==> src/rtl/knn_pkg.sv <==
// Shared types, widths and helper functions for the KNN stream controller.
package knn_pkg;

    localparam int DIST_W = 32;
    localparam int IDX_W  = 16;
    localparam logic [DIST_W-1:0] DIST_MAX = 32'hFFFF_FFFF;

    typedef enum logic [2:0] {
        IDLE,
        ALIGN,
        STREAM,
        DRAIN,
        DONE
    } state_t;

    // Ceiling log2; clog2(1) is 0.
    function automatic int clog2(input int value);
        int result;
        result = 0;
        while ((64'(1) << result) < 64'(value)) begin
            result++;
        end
        return result;
    endfunction

    // Address width that never collapses to zero bits.
    function automatic int addr_w(input int depth);
        return (clog2(depth) > 0) ? clog2(depth) : 1;
    endfunction

endpackage

==> src/rtl/knn_topk_insert.sv <==
// Sorted K-entry table of the smallest distances seen; one parallel
// compare-and-shift insert per cycle, entry 0 nearest, ties keep arrival order.
module knn_topk_insert
    import knn_pkg::*;
#(
    parameter int K      = 4,
    parameter int DIST_W = 32,
    parameter int IDX_W  = 16
) (
    input  logic                  clk,
    input  logic                  rst,
    input  logic                  clr,
    input  logic                  in_valid,
    input  logic [DIST_W-1:0]     in_dist,
    input  logic [IDX_W-1:0]      in_idx,
    output logic [DIST_W*K-1:0]   tbl_dist,
    output logic [IDX_W*K-1:0]    tbl_idx
);

    logic [DIST_W*K-1:0] dist_q;
    logic [DIST_W*K-1:0] dist_nxt;
    logic [DIST_W*K-1:0] dist_above;
    logic [IDX_W*K-1:0]  idx_q;
    logic [IDX_W*K-1:0]  idx_nxt;
    logic [IDX_W*K-1:0]  idx_above;
    logic [K-1:0]        lt_vec;
    logic [K-1:0]        lt_prev;

    // Compute the post-insert table: slot p takes the new entry if it is the
    // first slot the new distance beats, the entry above it if a slot above was
    // already beaten, otherwise it keeps its own entry.
    always_comb begin
        // NOTE: every variable gets a default before any branch so no path
        // leaves it unassigned, which would otherwise infer a latch.
        dist_nxt = dist_q;
        idx_nxt  = idx_q;
        lt_vec   = '0;
        for (int p = 0; p < K; p++) begin
            lt_vec[p] = in_dist < dist_q[p*DIST_W +: DIST_W];
        end
        lt_prev    = lt_vec << 1;
        dist_above = dist_q << DIST_W;
        idx_above  = idx_q << IDX_W;
        if (in_valid) begin
            for (int p = 0; p < K; p++) begin
                if (lt_vec[p]) begin
                    if (lt_prev[p]) begin
                        dist_nxt[p*DIST_W +: DIST_W] = dist_above[p*DIST_W +: DIST_W];
                        idx_nxt[p*IDX_W +: IDX_W]    = idx_above[p*IDX_W +: IDX_W];
                    end else begin
                        dist_nxt[p*DIST_W +: DIST_W] = in_dist;
                        idx_nxt[p*IDX_W +: IDX_W]    = in_idx;
                    end
                end
            end
        end
    end

    // Table register: cleared to "empty" (all-ones distance) on reset or run start.
    always_ff @(posedge clk or posedge rst) begin
        // NOTE: the table is a small register array, not a RAM, so it is reset
        // directly; an empty slot must read as the largest distance.
        if (rst) begin
            dist_q <= {K{DIST_MAX[DIST_W-1:0]}};
            idx_q  <= '0;
        end else if (clr) begin
            dist_q <= {K{DIST_MAX[DIST_W-1:0]}};
            idx_q  <= '0;
        end else begin
            // NOTE: non-blocking assignment for state so every register samples
            // pre-edge values regardless of statement order.
            dist_q <= dist_nxt;
            idx_q  <= idx_nxt;
        end
    end

    assign tbl_dist = dist_q;
    assign tbl_idx  = idx_q;

endmodule

==> src/rtl/knn_stream_ctrl.sv <==
// Sequencer for one KNN distance PE: aligns to the PE frame, streams the test
// vector against every training vector with no gaps, and keeps the K nearest.
module knn_stream_ctrl
    import knn_pkg::*;
#(
    parameter  int SIZE      = 1,
    parameter  int BEATS     = 10000,
    parameter  int NUM_TRAIN = 1024,
    parameter  int K         = 4,
    localparam int TA_W      = addr_w(BEATS),
    localparam int TR_W      = addr_w(NUM_TRAIN * BEATS)
) (
    input  logic                  clk,
    input  logic                  rst,
    input  logic                  start,
    output logic                  busy,
    output logic                  done,
    output logic [TA_W-1:0]       test_addr,
    output logic [TR_W-1:0]       train_addr,
    output logic                  mem_en,
    input  logic                  pe_done,
    input  logic [DIST_W-1:0]     pe_dist,
    output logic [DIST_W*K-1:0]   knn_dist,
    output logic [IDX_W*K-1:0]    knn_idx
);

    // Out-of-range configurations stop elaboration rather than misbehave.
    if (SIZE < 1 || K < 1 || K > 16 || NUM_TRAIN < 1 || NUM_TRAIN > 65536 || BEATS < 1) begin : g_param_check
        $fatal(1, "knn_stream_ctrl: unsupported parameter set");
    end

    localparam logic [TA_W-1:0]  TEST_LAST  = TA_W'(BEATS - 1);
    localparam logic [TR_W-1:0]  TRAIN_LAST = TR_W'(NUM_TRAIN * BEATS - 1);
    localparam logic [IDX_W-1:0] CAP_LAST   = IDX_W'(NUM_TRAIN - 1);

    state_t           state_q;
    state_t           state_d;
    logic             clr;
    logic             armed_q;
    logic [IDX_W-1:0] cap_cnt_q;
    logic             capture;
    logic             last_cap;

    // A PE frame end counts as a result only once the first aligned beat is out.
    assign capture  = armed_q & pe_done;
    assign last_cap = capture && (cap_cnt_q == CAP_LAST);

    // State register.
    always_ff @(posedge clk or posedge rst) begin
        if (rst) begin
            state_q <= IDLE;
        end else begin
            state_q <= state_d;
        end
    end

    // Next-state and control decode; memory reads are issued straight from here.
    always_comb begin
        state_d = state_q;
        mem_en  = 1'b0;
        busy    = 1'b0;
        done    = 1'b0;
        clr     = 1'b0;
        unique case (state_q)
            IDLE: begin
                if (start) begin
                    clr     = 1'b1;
                    state_d = ALIGN;
                end
            end
            ALIGN: begin
                busy = 1'b1;
                // Issuing beat 0 alongside pe_done lands its data on the first
                // cycle of the PE's next frame.
                if (pe_done) begin
                    mem_en  = 1'b1;
                    state_d = (TRAIN_LAST == '0) ? DRAIN : STREAM;
                end
            end
            STREAM: begin
                busy   = 1'b1;
                mem_en = 1'b1;
                if (train_addr == TRAIN_LAST) begin
                    state_d = DRAIN;
                end
            end
            DRAIN: begin
                busy = 1'b1;
                if (last_cap) begin
                    state_d = DONE;
                end
            end
            DONE: begin
                done    = 1'b1;
                state_d = IDLE;
            end
            default: begin
                state_d = IDLE;
            end
        endcase
    end

    // Read addresses: test wraps every vector, train runs linearly and holds at the end.
    always_ff @(posedge clk or posedge rst) begin
        if (rst) begin
            test_addr  <= '0;
            train_addr <= '0;
        end else if (clr) begin
            test_addr  <= '0;
            train_addr <= '0;
        end else if (mem_en) begin
            test_addr <= (test_addr == TEST_LAST) ? '0 : test_addr + 1'b1;
            if (train_addr != TRAIN_LAST) begin
                train_addr <= train_addr + 1'b1;
            end
        end
    end

    // Capture tracking: arm after the aligned beat 0, count one result per frame.
    always_ff @(posedge clk or posedge rst) begin
        if (rst) begin
            armed_q   <= 1'b0;
            cap_cnt_q <= '0;
        end else if (clr) begin
            armed_q   <= 1'b0;
            cap_cnt_q <= '0;
        end else begin
            if (state_q == ALIGN && pe_done) begin
                armed_q <= 1'b1;
            end
            if (capture) begin
                cap_cnt_q <= cap_cnt_q + 1'b1;
                if (cap_cnt_q == CAP_LAST) begin
                    armed_q <= 1'b0;
                end
            end
        end
    end

    knn_topk_insert #(
        .K      (K),
        .DIST_W (DIST_W),
        .IDX_W  (IDX_W)
    ) u_topk (
        .clk      (clk),
        .rst      (rst),
        .clr      (clr),
        .in_valid (capture),
        .in_dist  (pe_dist),
        .in_idx   (cap_cnt_q),
        .tbl_dist (knn_dist),
        .tbl_idx  (knn_idx)
    );

endmodule
==> config.mk <==
export PLATFORM = sky130hd
export DESIGN_NAME = knn_stream_ctrl
export DESIGN_NICKNAME = d
export VERILOG_FILES = /design/src/rtl/knn_pkg.sv /design/src/rtl/knn_topk_insert.sv /design/src/rtl/knn_stream_ctrl.sv
export SDC_FILE = /design/constraint.sdc
export NUM_CORES = 1
export LEC_CHECK = 0
export CAP_MARGIN = 20
export CORE_MARGIN = 3
export CORE_UTILIZATION = 50
export CTS_CLUSTER_DIAMETER = 30
export DETAILED_ROUTE_END_ITERATION = 8
export HOLD_SLACK_MARGIN = 0.08
export PLACE_DENSITY = 0.84
export SLEW_MARGIN = 20
export SYNTH_ARGS = -nofsm -noshare
export SYNTH_HDL_FRONTEND = slang
export SYNTH_SLANG_ARGS = --single-unit
==> constraint.sdc <==
create_clock -name clk -period 10.8 [get_ports clk]
set_input_delay 3.24 -clock clk [delete_from_list [all_inputs] [get_ports clk]]
set_output_delay 3.24 -clock clk [all_outputs]
set_load 0.02 [all_outputs]
==> reports/qor.csv <==
stage,metric,value,unit
outcome,status,"complete, no violations",
finish,syn_to_final_growth,34.0,%
floorplanning,die_h,178,um
cts,cts_setup_buffers,0,
drt,dr.first_iter.drc_count,883,
timing,worst_slack,2.62,ns
flow_run,timing.max_cap.violations,0,
global_route,grt_max_degree,88,
global_route,grt_pass1_vias,13700,
finish,fillers,2087,
drt,met2_wirelength,22000,um
worst_setup_path,worstPathRequired,7.56,ns
drt,drc,0,
drt,routed_wl,46100,um
cts,cts.path.max_buffers,3,
floorplanning,die-area,31800,um2
drt,wl_met3,3720,um
finish,layout.cells.non_filler,2164,
timing,holdWs,0.511,ns
timing,final.setup_skew,0.0218,ns
drt,antenna_left,0,
drt,top_layer,met4,
worst_setup_path,cp-start-kind,primary input,
logic_synthesis,ys_ff_latch,250,
placed_design,io_buffers,268,
power_and_ir_drop,p_clk_share,29.6,%
worst_setup_path,path_common_cell,clkdlybuf4s50_1,
finish,utilization,68.6,%
worst_setup_path,cp.arrival,4.94,ns
drt,wirelength_met1,18500,um
worst_setup_path,crit_chain,"clkdlybuf4s50_1, nand3b_1, a21o_1, inv_2, clkdlybuf4s50_1",
drt,drtPass1Iterations,7,
logic_synthesis,synthArstFlopShare,100,%
finish,finish.instance_area,19900,um2
finish,layout_common_cells,"clkdlybuf4s50_1, mux2i_1, inv_1",
logic_synthesis,synth_fp_nets,1640,
cts,clkLatencyLatePin,0.56,ns
floorplanning,ios,269,
timing,slew_headroom,32.2,%
cts,clk_pin_slew_worst_paths,0.05,ns
logic_synthesis,synth_area,14800,um2
global_route,antenna_found_initial,0,
floorplanning,initial_utilization,51.2,%
logic_synthesis,synthFlopType,dfstp_2,
timing,layout_min_cycle_time,8.18,ns
timing,tightest_slew,1.02,ns
floorplanning,rows,62,
placed_design,place_inst,2054,
timing,fin_crit_sh,75.7,%
worst_setup_path,cpPeakStageDelay,0.61,ns
global_route,grt_pass1_wl,73000,um
drt,viasPerCell,5.99,
worst_setup_path,path_class,in2out,
min_path,hold_path_class,reg2reg,
power_and_ir_drop,power_density,312,nW/um2
drt,wl_per_cell,21.3,um
timing,hold_viol_final,0,
power_and_ir_drop,internal_power,3.79,mW
logic_synthesis,avgSynthCellArea,10.1,um2
timing,maxSlewViolCount,0,
cts,cts_num_sinks,250,
finish,antenna_cells,0,
finish,drive_above_1_share,14.7,%
placed_design,dpl_cell_area,17800,um2
placed_design,place.gp.congestion,0.916,
floorplanning,die_w,178,um
logic_synthesis,yosys_warnings,0,
cts,cts_resized,0,
cts,root_buffer,clkbuf_16,
cts,cts_inserted_buffers,59,
finish,num-nets-final,1894,
power_and_ir_drop,comb_power_share,43.7,%
global_route,grt_overflow_total,0,
power_and_ir_drop,p_switching,2.42,mW
placed_design,dpl.hpwl,30600,um
worst_setup_path,endpoint_kind,output port,
timing,max_freq,122,MHz
logic_synthesis,synth.distinct_cells,61,
logic_synthesis,syn_inst,1477,
drt,vias,12970,
power_and_ir_drop,p_total,6.21,mW
cts,cts_tree,yes,
cts,ctsHtreeMaxLevel,2,
finish,layout_commonest_cell,clkdlybuf4s50_1,
timing,rsz0062_at_grt,false,
cts,cts_hold_buffers,0,
worst_setup_path,critPathMaxFanout,5,
floorplanning,core_area,29000,um2
logic_synthesis,synth_edf_count,0,
power_and_ir_drop,seqPwrFrac,26.7,%
power_and_ir_drop,p_leak,9.27,nW
power_and_ir_drop,p_sw_share,38.9,%
logic_synthesis,ys_seq_area_share,43.2,%
worst_setup_path,worst_path_max_delay_cell,clkdlybuf4s50_1,
timing,setup_viol,0,
placed_design,pre_cts_ws,2.66,ns
timing,fin_tns_setup,0,ns
power_and_ir_drop,vdd_drop_max,203,uV
global_route,grtUsageTotal,28.6,%
==> kinds of logic after synthesis <==
logic type,synth area share [%]
mux,10.9
flops,43.2
xor+xnor,1.83
buf+inv,6.19
fa+ha+maj,10.7
compound gates,17.3
simple gates,9.94
==> power groups by stage <==
stage	sequential [mW]	combinational, mW	clock [mW]
finish	1.66	2.72	1.84
global route	1.69	2.93	1.90
CTS	1.65	2.71	1.85
detailed placement	1.65	2.67	0
global placement	1.64	2.57	0
floorplan	1.90	1.39	0
==> flip-flops by register name, summed over array words and instances (netlist names) <==
signal,flops
cap_cnt_q,16
state_q,3
u_topk.tbl_idx,64
armed_q,1
train_addr,24
test_addr,14
u_topk.tbl_dist,128
==> synth_stat cells, drive strengths merged, types with 5 or more instances <==
library cell	number	area share (%)
dfrtp	122	21
xnor2	18	1.1
dfstp	128	23
nand2	104	2.6
nand2b	6	0.25
o21ai	66	2.2
o211ai	35	1.8
o21a	33	1.7
a21o	14	0.71
o31ai	20	1.0
nor2	80	2.0
a31oi	35	1.5
ha	127	11
buf	34	1.4
a21oi	49	1.7
a22oi	67	3.4
mux2i	161	11
inv	134	3.4
xor2	13	0.77
a211oi	7	0.42
clkbuf	56	1.4
or3	5	0.21
nor4	10	0.42
nor3	10	0.41
nand4	25	1.1
o2bb2ai	32	1.9
and3	20	0.84
nand3	26	0.88
==> cell type report <==
class                           count  area (um2)  share of cell area (%)
Clock buffer                       70        1560                    7.83
Tap cell                          384         480                    2.42
Clock inverter                     40         519                    2.61
Sequential cell                   250        6420                    32.3
Inverter                          134         510                    2.57
Timing Repair Buffer              283        2820                    14.2
Multi-Input combinational cell   1003        7580                    38.1
==> layer usage <==
layer	vias up	global-route usage (%)
li1	5866	-
met1	6420	35.9
met2	557	47.1
met3	127	7.00
met4	0	12.0
met5	-	0
==> path summary, 6_finish.rpt <==
| check | from | endpoint | slack [ns] | depth (start not counted) |
|---|---|---|---|---|
| max in group asynchronous | rst | u_topk.tbl_idx[53] | 6.43 | 3 |
| min reg2reg | u_topk.tbl_idx[56] | u_topk.tbl_idx[56] | 0.51 | 2 |
| max reg2reg | u_topk.tbl_dist[54] | u_topk.tbl_idx[18] | 6.58 | 10 |
| min in group asynchronous | rst | test_addr[12] | 3.18 | 2 |
| min | u_topk.tbl_idx[56] | u_topk.tbl_idx[56] | 0.51 | 2 |
| max | pe_done | mem_en | 2.62 | 5 |
==> critical path: cells and delay by family <==
kind / cells / cell delay [ns]
buffers and inverters: 3 / 1.28
AO/OA/AOI/OAI: 1 / 0.25
AND/OR/NAND/NOR: 1 / 0.16
No activity file was read; power rests on OpenSTA's default activity.
